==> src/rtl/imem_loader.sv <==
// imem_loader: writer side of the CPU instruction-memory interface.
// Accepts a framed byte stream (SYNC, CNT_HI, CNT_LO, N x {B0,B1,B2}, CHK),
// assembles 19-bit words {B0[2:0],B1,B2}, writes them to imem and releases
// the core from reset only after the whole frame has been checksum-verified.
//
// Ports
//   i_clk         system clock
//   i_rst_n       asynchronous active-low reset
//   i_in_valid    byte-stream valid
//   i_in_data     byte-stream data
//   o_in_ready    byte accepted when i_in_valid & o_in_ready
//   i_reload      1-cycle pulse, leaves DONE/ERR back to IDLE
//   o_imem_we     imem write enable, one pulse per word
//   o_imem_addr   imem write address
//   o_imem_wdata  imem write data
//   o_cpu_run     1 = core released from reset
//   o_done        program loaded and verified
//   o_err         frame rejected
//
// state   | meaning
// IDLE    | hunting for SYNC_BYTE, other bytes discarded
// CNT_HI  | expecting word-count high byte
// CNT_LO  | expecting word-count low byte, range-checked
// W0      | expecting B0 (upper 5 bits must be zero)
// W1      | expecting B1
// W2      | expecting B2
// WRITE   | one-cycle imem write of the assembled word
// CHK     | expecting XOR checksum of all word bytes
// DONE    | verified, core running; waits for reload
// ERR     | rejected, core held; waits for reload

module imem_loader #(
    parameter int          DATA_W    = 19,
    parameter int          ADDR_W    = 10,
    parameter logic [7:0]  SYNC_BYTE = 8'hA5
) (
    input  logic              i_clk,
    input  logic              i_rst_n,
    input  logic              i_in_valid,
    input  logic [7:0]        i_in_data,
    output logic              o_in_ready,
    input  logic              i_reload,
    output logic              o_imem_we,
    output logic [ADDR_W-1:0] o_imem_addr,
    output logic [DATA_W-1:0] o_imem_wdata,
    output logic              o_cpu_run,
    output logic              o_done,
    output logic              o_err
);

    localparam int unsigned DEPTH = 1 << ADDR_W;

    typedef enum logic [3:0] {
        S_IDLE, S_CNT_HI, S_CNT_LO, S_W0, S_W1, S_W2,
        S_WRITE, S_CHK, S_DONE, S_ERR
    } state_t;

    state_t              r_state;
    state_t              w_state_nxt;
    logic [7:0]          r_cnt_hi;
    logic [15:0]         r_cnt;
    // one extra bit so a full-depth frame reaches N without wrapping
    logic [ADDR_W:0]     r_index;
    logic [7:0]          r_xor;
    logic [DATA_W-1:0]   r_word;

    logic                w_in_ready;
    logic                w_accept;
    logic [15:0]         w_n;
    logic                w_n_bad;
    logic                w_b0_bad;
    logic [ADDR_W:0]     w_index_inc;
    logic                w_last_word;

    assign w_in_ready  = !(r_state == S_WRITE || r_state == S_DONE || r_state == S_ERR);
    assign o_in_ready  = w_in_ready;
    assign w_accept    = i_in_valid & w_in_ready;
    assign w_n         = {r_cnt_hi, i_in_data};
    assign w_n_bad     = (w_n == 16'd0) || (32'(w_n) > DEPTH);
    assign w_b0_bad    = (i_in_data[7:3] != 5'd0);
    assign w_index_inc = r_index + (ADDR_W+1)'(1);
    assign w_last_word = (32'(w_index_inc) == 32'(r_cnt));

    assign o_imem_addr  = r_index[ADDR_W-1:0];
    assign o_imem_wdata = r_word;

    always_ff @(posedge i_clk or negedge i_rst_n) begin
        if (!i_rst_n) r_state <= S_IDLE;
        else          r_state <= w_state_nxt;
    end

    always_comb begin
        w_state_nxt = r_state;
        o_imem_we   = 1'b0;
        o_cpu_run   = 1'b0;
        o_done      = 1'b0;
        o_err       = 1'b0;
        case (r_state)
            S_IDLE:   if (w_accept && i_in_data == SYNC_BYTE) w_state_nxt = S_CNT_HI;
            S_CNT_HI: if (w_accept) w_state_nxt = S_CNT_LO;
            S_CNT_LO: if (w_accept) w_state_nxt = w_n_bad ? S_ERR : S_W0;
            S_W0:     if (w_accept) w_state_nxt = w_b0_bad ? S_ERR : S_W1;
            S_W1:     if (w_accept) w_state_nxt = S_W2;
            S_W2:     if (w_accept) w_state_nxt = S_WRITE;
            S_WRITE: begin
                o_imem_we   = 1'b1;
                w_state_nxt = w_last_word ? S_CHK : S_W0;
            end
            S_CHK:    if (w_accept) w_state_nxt = (i_in_data == r_xor) ? S_DONE : S_ERR;
            S_DONE: begin
                o_done    = 1'b1;
                o_cpu_run = 1'b1;
                if (i_reload) w_state_nxt = S_IDLE;
            end
            S_ERR: begin
                o_err = 1'b1;
                if (i_reload) w_state_nxt = S_IDLE;
            end
            default:  w_state_nxt = S_IDLE;
        endcase
    end

    always_ff @(posedge i_clk or negedge i_rst_n) begin
        if (!i_rst_n) begin
            r_cnt_hi <= '0;
            r_cnt    <= '0;
            r_index  <= '0;
            r_xor    <= '0;
            r_word   <= '0;
        end else begin
            case (r_state)
                S_CNT_HI: if (w_accept) r_cnt_hi <= i_in_data;
                S_CNT_LO: if (w_accept) begin
                    r_cnt   <= w_n;
                    r_index <= '0;
                    r_xor   <= '0;
                end
                S_W0: if (w_accept && !w_b0_bad) begin
                    r_word[DATA_W-1:16] <= i_in_data[2:0];
                    r_xor               <= r_xor ^ i_in_data;
                end
                S_W1: if (w_accept) begin
                    r_word[15:8] <= i_in_data;
                    r_xor        <= r_xor ^ i_in_data;
                end
                S_W2: if (w_accept) begin
                    r_word[7:0] <= i_in_data;
                    r_xor       <= r_xor ^ i_in_data;
                end
                S_WRITE: r_index <= w_index_inc;
                default: ;
            endcase
        end
    end

endmodule
==> config.mk <==
export PLATFORM = sky130hd
export DESIGN_NAME = imem_loader
export DESIGN_NICKNAME = d
export VERILOG_FILES = /design/src/rtl/imem_loader.sv
export SDC_FILE = /design/constraint.sdc
export NUM_CORES = 1
export LEC_CHECK = 0
export ABC_CLOCK_PERIOD_IN_PS = 2800
export CAP_MARGIN = 30
export CORE_ASPECT_RATIO = 1.2
export CORE_MARGIN = 3
export CORE_UTILIZATION = 35
export CTS_CLUSTER_DIAMETER = 120
export DETAILED_ROUTE_END_ITERATION = 12
export PLACE_DENSITY = 0.56
export SLEW_MARGIN = 5
export SYNTH_ARGS = -nofsm -noshare
export SYNTH_HDL_FRONTEND = slang
export SYNTH_SLANG_ARGS = --single-unit
==> constraint.sdc <==
create_clock -name i_clk -period 2.8 [get_ports i_clk]
set_input_delay 0.56 -clock i_clk [delete_from_list [all_inputs] [get_ports i_clk]]
set_output_delay 0.56 -clock i_clk [all_outputs]
set_load 0.02 [all_outputs]
Word-level counts from Yosys, hierarchy flattened

Index checks and enable logic that the tools add are counted.

Bits in registers: 66
Input bits: 12
Logic and storage cells: 78

Equal/unequal tests: 22
$add $sub $neg: 1
Bitwise logic cells: 2
Reduce and logical (&&, ||, !) cells: 22
Magnitude comparators: 1
Multiplexer cells: 22

Operators by type and width:

| kind                                                                              | number |
|---|---|
| 4-bit 2-to-1 mux                                                                  | 10 |
| 4-bit one-hot mux with 9 select lines                                             | 1 |
| 8-bit 2-to-1 mux                                                                  | 3 |
| 8-bit one-hot mux with 3 select lines                                             | 1 |
| 11-bit one-hot mux with 2 select lines                                            | 1 |
| 11-bit by 16-bit equality test with 1-bit output                                  | 1 |
| 4-bit by 3-bit equality test with 1-bit output, second input constant             | 4 |
| 16-bit by 11-bit greater-than comparator with 1-bit output, second input constant | 1 |
| 16-bit zero test                                                                  | 1 |
| 2-bit inequality test, second input constant                                      | 8 |
| 2-bit AND reduction                                                               | 6 |
| 11-bit by 1-bit adder with 11-bit output, second input constant                   | 1 |
| 11-bit 2-to-1 mux                                                                 | 1 |
| 4-bit by 2-bit equality test with 1-bit output, second input constant             | 2 |
| 4-bit equality test, second input constant                                        | 2 |
| 8-bit equality test                                                               | 1 |
| 8-bit equality test, second input constant                                        | 1 |
| 8-bit AND reduction                                                               | 1 |
| 8-bit bitwise XOR                                                                 | 1 |
| 5-bit nonzero test                                                                | 1 |
| 4-bit by 1-bit equality test with 1-bit output, second input constant             | 1 |
| 4-bit zero test                                                                   | 1 |
| 1-bit 2-to-1 mux                                                                  | 4 |
| 2-bit by 1-bit inequality test with 1-bit output, second input constant           | 2 |
| 9 further kinds                                                                   | 14 |

Logic depth before layout (Yosys ltp)

Gate-level depths: netlist of run 1.

Depth in word-level cells: 8
Gate-level depth with buffers: 8
Gate-level depth less buffers: 7

Worst setup path before layout of run 1

Ideal clock, no wire load.

Kind: input port to flip-flop
Start: input i_in_data[5]
End: register r_state[1]
Path slack: 787 ps
Arrival: 1887 ps
Stages on the path: 7
Cells stage by stage: buf_2 > and4b_1 > a311o_1 > a311o_1 > nand3_1 > o31ai_1 > o2bb2ai_1

Word-level cells in the longest chain between the ends: 5
Elaborated cells on any way between the ends: 10
Classes of those cells: 1 x order compare; 2 x eq/ne; 3 x mux; 4 x reduce/logical

Ends and longest elaborated chain:

| what                                                                                           | RTL line | source |
|---|---|---|
| start: declaration                                                                             | 40       | `input logic [7:0] i_in_data,` |
| 16-bit by 11-bit greater-than comparator with 1-bit output or 16-bit zero test (tied branches) | 79       | `assign w_n_bad = (w_n == 16'd0) \|\| (32'(w_n) > DEPTH);` |
| 1-bit logical OR                                                                               | 79       |  |
| 4-bit 2-to-1 mux (2 in series)                                                                 | 101      | `S_CNT_LO: if (w_accept) w_state_nxt = w_n_bad ? S_ERR : S_W0;` |
| 4-bit one-hot mux with 9 select lines                                                          | 98       | `case (r_state)` |
| end signal: assignment                                                                         | 89       | `else r_state <= w_state_nxt;` |
| end: declaration                                                                               | 58       | `state_t r_state;` |

Parallel ways exist; a longest one is shown, timed or not. The select of a mux whose other input is x is not followed.
A chain may end at the register's enable or synchronous reset.

Final worst setup path of run 1

Start: register r_state[2]
End: output o_cpu_run

Word-level cells in the longest chain between the ends: 2

Ends and longest elaborated chain:

| what                | RTL line | source |
|---|---|---|
| 4-bit equality test | 98       |  |
| 1-bit 2-to-1 mux    | 98       |  |
| end: declaration    | 46       | `output logic o_cpu_run,` |

Every way passes these cells.

==> results of run 1 <==
[cells by family after synthesis]
logic type      synth area share (%)
compound gates                  11.9
xor+xnor                        6.13
fa+ha+maj                      0.350
buf+inv                         6.20
flops                           46.3
mux                             13.6
simple gates                    15.6
[final cells by class]
| cell class | count | share of cell area, % |
|---|---|---|
| multi-input combinational | 238 | 38.1 |
| sequential | 66 | 37.1 |
| timing repair buffer | 64 | 13.5 |
| clock buffer | 10 | 5.37 |
| tap | 123 | 3.46 |
| clock inverter | 6 | 1.99 |
| inverter | 6 | 0.506 |
[synth_stat cells (7+ instances only)]
cell type / number
nand4_1: 9
nor2_1: 25
o21ai_1: 9
a21oi_1: 8
nand2b_1: 11
buf_4: 12
o21ai_0: 25
nor3_1: 8
dfrtp_1: 66
xnor2_1: 11
buf_2: 11
mux2_2: 43
nand3_1: 8
nand2_1: 17
clkbuf_1: 7
xor2_1: 14
[where the power goes]
group | internal, mW | switching, mW
logic | 0.873 | 0.819
clock network | 0.805 | 0.420
registers | 1.33 | 0.410
[path summary, 6_finish.rpt]
path / start / to / slack, ns / cells after the start
max: r_state[2] / o_cpu_run / 0.23 / 3
max in group asynchronous: i_rst_n / r_state[3] / 1.95 / 2
max reg2reg: r_index[1] / r_state[2] / 0.51 / 7
min reg2reg: r_cnt[13] / r_cnt[13] / 0.50 / 1
min: i_rst_n / r_index[9] / 0.22 / 1
min in group i_clk: r_cnt[13] / r_cnt[13] / 0.50 / 1
[stage by stage]
stage          cells  util (%)  power, mW
3_3_place_gp     497      42.5       3.40
5_1_grt          513      45.9       4.97
4_1_cts          513      45.9       4.70
2_1_floorplan    343         -       2.93
6_report         513      45.9       4.66
3_5_place_dp     497      42.5       3.45
[routing by layer]
layer,global-route usage [%],vias to the layer above,share of wire (%)
met2,27.1,61,51
met3,3.29,8,3.1
met1,19.8,1361,45
met4,5.46,0,1.3
li1,-,1295,-
met5,0,-,0
[state kept, by name (all words and copies together), names as in the netlist]
register	cells
r_cnt	16
r_cnt_hi	8
r_xor	8
r_state	4
r_index	11
o_imem_wdata	19
==> run summary, run 1 <==
The flow ran to the end, and the final reports show no timing, DRC or antenna violations. Summed over all cells, the static leakage comes to 1.90 nW. Clock latency of the later-clocked register in the worst-skew pair: 0.32 ns. Setup violations remaining at the end of the flow were counted as 0. The detailed router finished its first iteration with 169 violations. For this run, the slowest stage of the critical path takes 0.65 ns. In the layout the commonest cells are dfrtp_1, clkdlybuf4s50_1, mux2_2.

Root buffer cell: clkbuf_16. The total overflow left after global routing is 0. For the post-detailed-routing wire length, the log shows 8490 um. Most frequent standard cell in the layout excluding fill and tap cells: dfrtp_1. The run gives 0.218 ns as the worst hold slack. The CTS clock-pin slew for the worst setup and hold paths came out at 0.06 ns. The worst ir drop on vdd came out at 431 uV. The worst path buffer plus inverter count was 1; the count of boundary I/O pins was 46. Number of gates given a new drive strength after cts: 0. From bottom edge to top edge, the die measures 117 um. Of all nets on the critical path, the largest fanout is 13. The run gives 0.00413 mm2 as the post-placement cell area. For the number of instances in the synthesized netlist, the log shows 343. The global-route wire length before repair is 14200 um. The run gives 356 as the number of nets produced by synthesis. CTS built an H-tree with a depth of 3. Family with the most delay on the worst path: buffers and inverters. In the final layout, the share of cells above drive strength 1 is 22.8%. Across the run, the number of max-cap violations was 0. The die span in x is 98.2 um. The via count of the first global-routing pass is 2726.

The synthesized design contains 0 enable-type register cells. The area used by sequential logic in the layout came out at 0.00165 mm2. The transition time of the tightest slew-check pin was 0.540 ns; the number of antenna violations at the first check in global routing was 0. Number of pins with negative max-slew slack in the final report: 0. The setup skew after layout was 0.00747 ns; the post-CTS setup-driven buffer insertion count was 0.

Flip-flop and latch count after synthesis: 66. For this run, the total global-route usage over all layers was measured as 15.7%. In this run, post-CTS hold repair placed 0 buffers. The critical path in this run is classified as reg2out.

The DRC violation count after routing came out at 0. The synthesized design spends more area on one cell type than any other, namely dfrtp_1. The synthesized netlist contains 55 unique library cells. Endpoint arrival time on the critical path: 2.01 ns. Hold violation count in the final report: 0.

The number of nets at the end of the flow came out at 398. The initialized floorplan defines 39 standard-cell rows. Measured against its own limit, the worst slew margin works out to 64.0%. During placement, the flow inserted port buffers numbering 45.

The signal on the critical path passes through nand2b_1 -> nor3_1 -> clkdlybuf4s50_1. Sequential cells were found to cover 46.3% of the synthesized design area. Dividing the detail-routed wire length by the instance count gives 16.5 um.

The number of diodes was 0. The worst setup path is launched from a flop. The multi-input combinational cells in the finished layout cover a total of 0.00170 mm2. By area the synthesized netlist is led by dfrtp_1, mux2_2, o21ai_0, xor2_1, xnor2_1. STA puts the critical path data required time at 2.24 ns. For the finished layout, the period the worst path requires is 2.57 ns. TritonCTS built the clock tree. A synthesized cell averages 10.4 um2.

For this block, the via count after detailed routing is 2725. After filler insertion, the fill cell instance count of the layout stands at 902. The logs give 6080 um for the sum of net half-perimeters after detailed placement and 66 for the clock sink count. In this run the remaining antenna-violating nets after routing total 0. The maximum clock insertion buffer count came out at 2.

The tools report the post-synthesis cell area as 0.00357 mm2. The tightest min-delay check is of the in2async type. For this configuration, the core starts out at a cell density of 36.8%.

The share of Yosys cell area claimed by the top area cell type came out at 46.3%. The cell at the slowest stage of the critical path was clkdlybuf4s50_1. Once layout is done, the placed cells without fillers occupy 0.00445 mm2. The critical path capture point type was an output port. The core region is 0.00971 mm2. For this run, the top clock speed supported by timing is 388 MHz. Dividing total power by cell area gives a power density of 1050 mW/mm2. The Yosys warning count is 0. In the synthesized netlist the async set-or-reset flop fraction comes to 100%. At the end of routability-driven placement, the weighted congestion stood at 0.797. The post-synthesis to final-layout area growth was 24.7%; the share of the clock period used by the worst path after layout was 92.0%.

In the synthesized netlist the dominant register cell turns out to be dfrtp_1. Setup total negative slack on the finished layout was measured at 0 ns. Average via count per standard cell: 5.31. OpenSTA, run right after detailed placement, puts the worst setup slack at 0.273 ns.

The number of clock buffers added by TritonCTS is 9. The pre-antenna-repair detailed-routing pass consisted of 4 iterations. Entering global routing, the biggest net connects 32 pins.

The floorplan step defined a die boundary enclosing 0.0115 mm2. The run gives 0.225 ns as the post-layout worst setup margin. Setup repair after global routing left no endpoint under its margin.
Note: power is estimated with default switching activity, not from simulation.
==> run 2, diff against run 1 <==
Settings changed: CTS_CLUSTER_DIAMETER 120 to 40.
==> results of run 2 <==
Same layout as run 1: the final DEF is identical, and so are final timing and power.
==> run 3, diff against run 2 <==
Settings changed: TNS_END_PERCENT set to 5.
==> results of run 3 <==
Same layout as run 1: the final DEF is identical, and so are final timing and power.
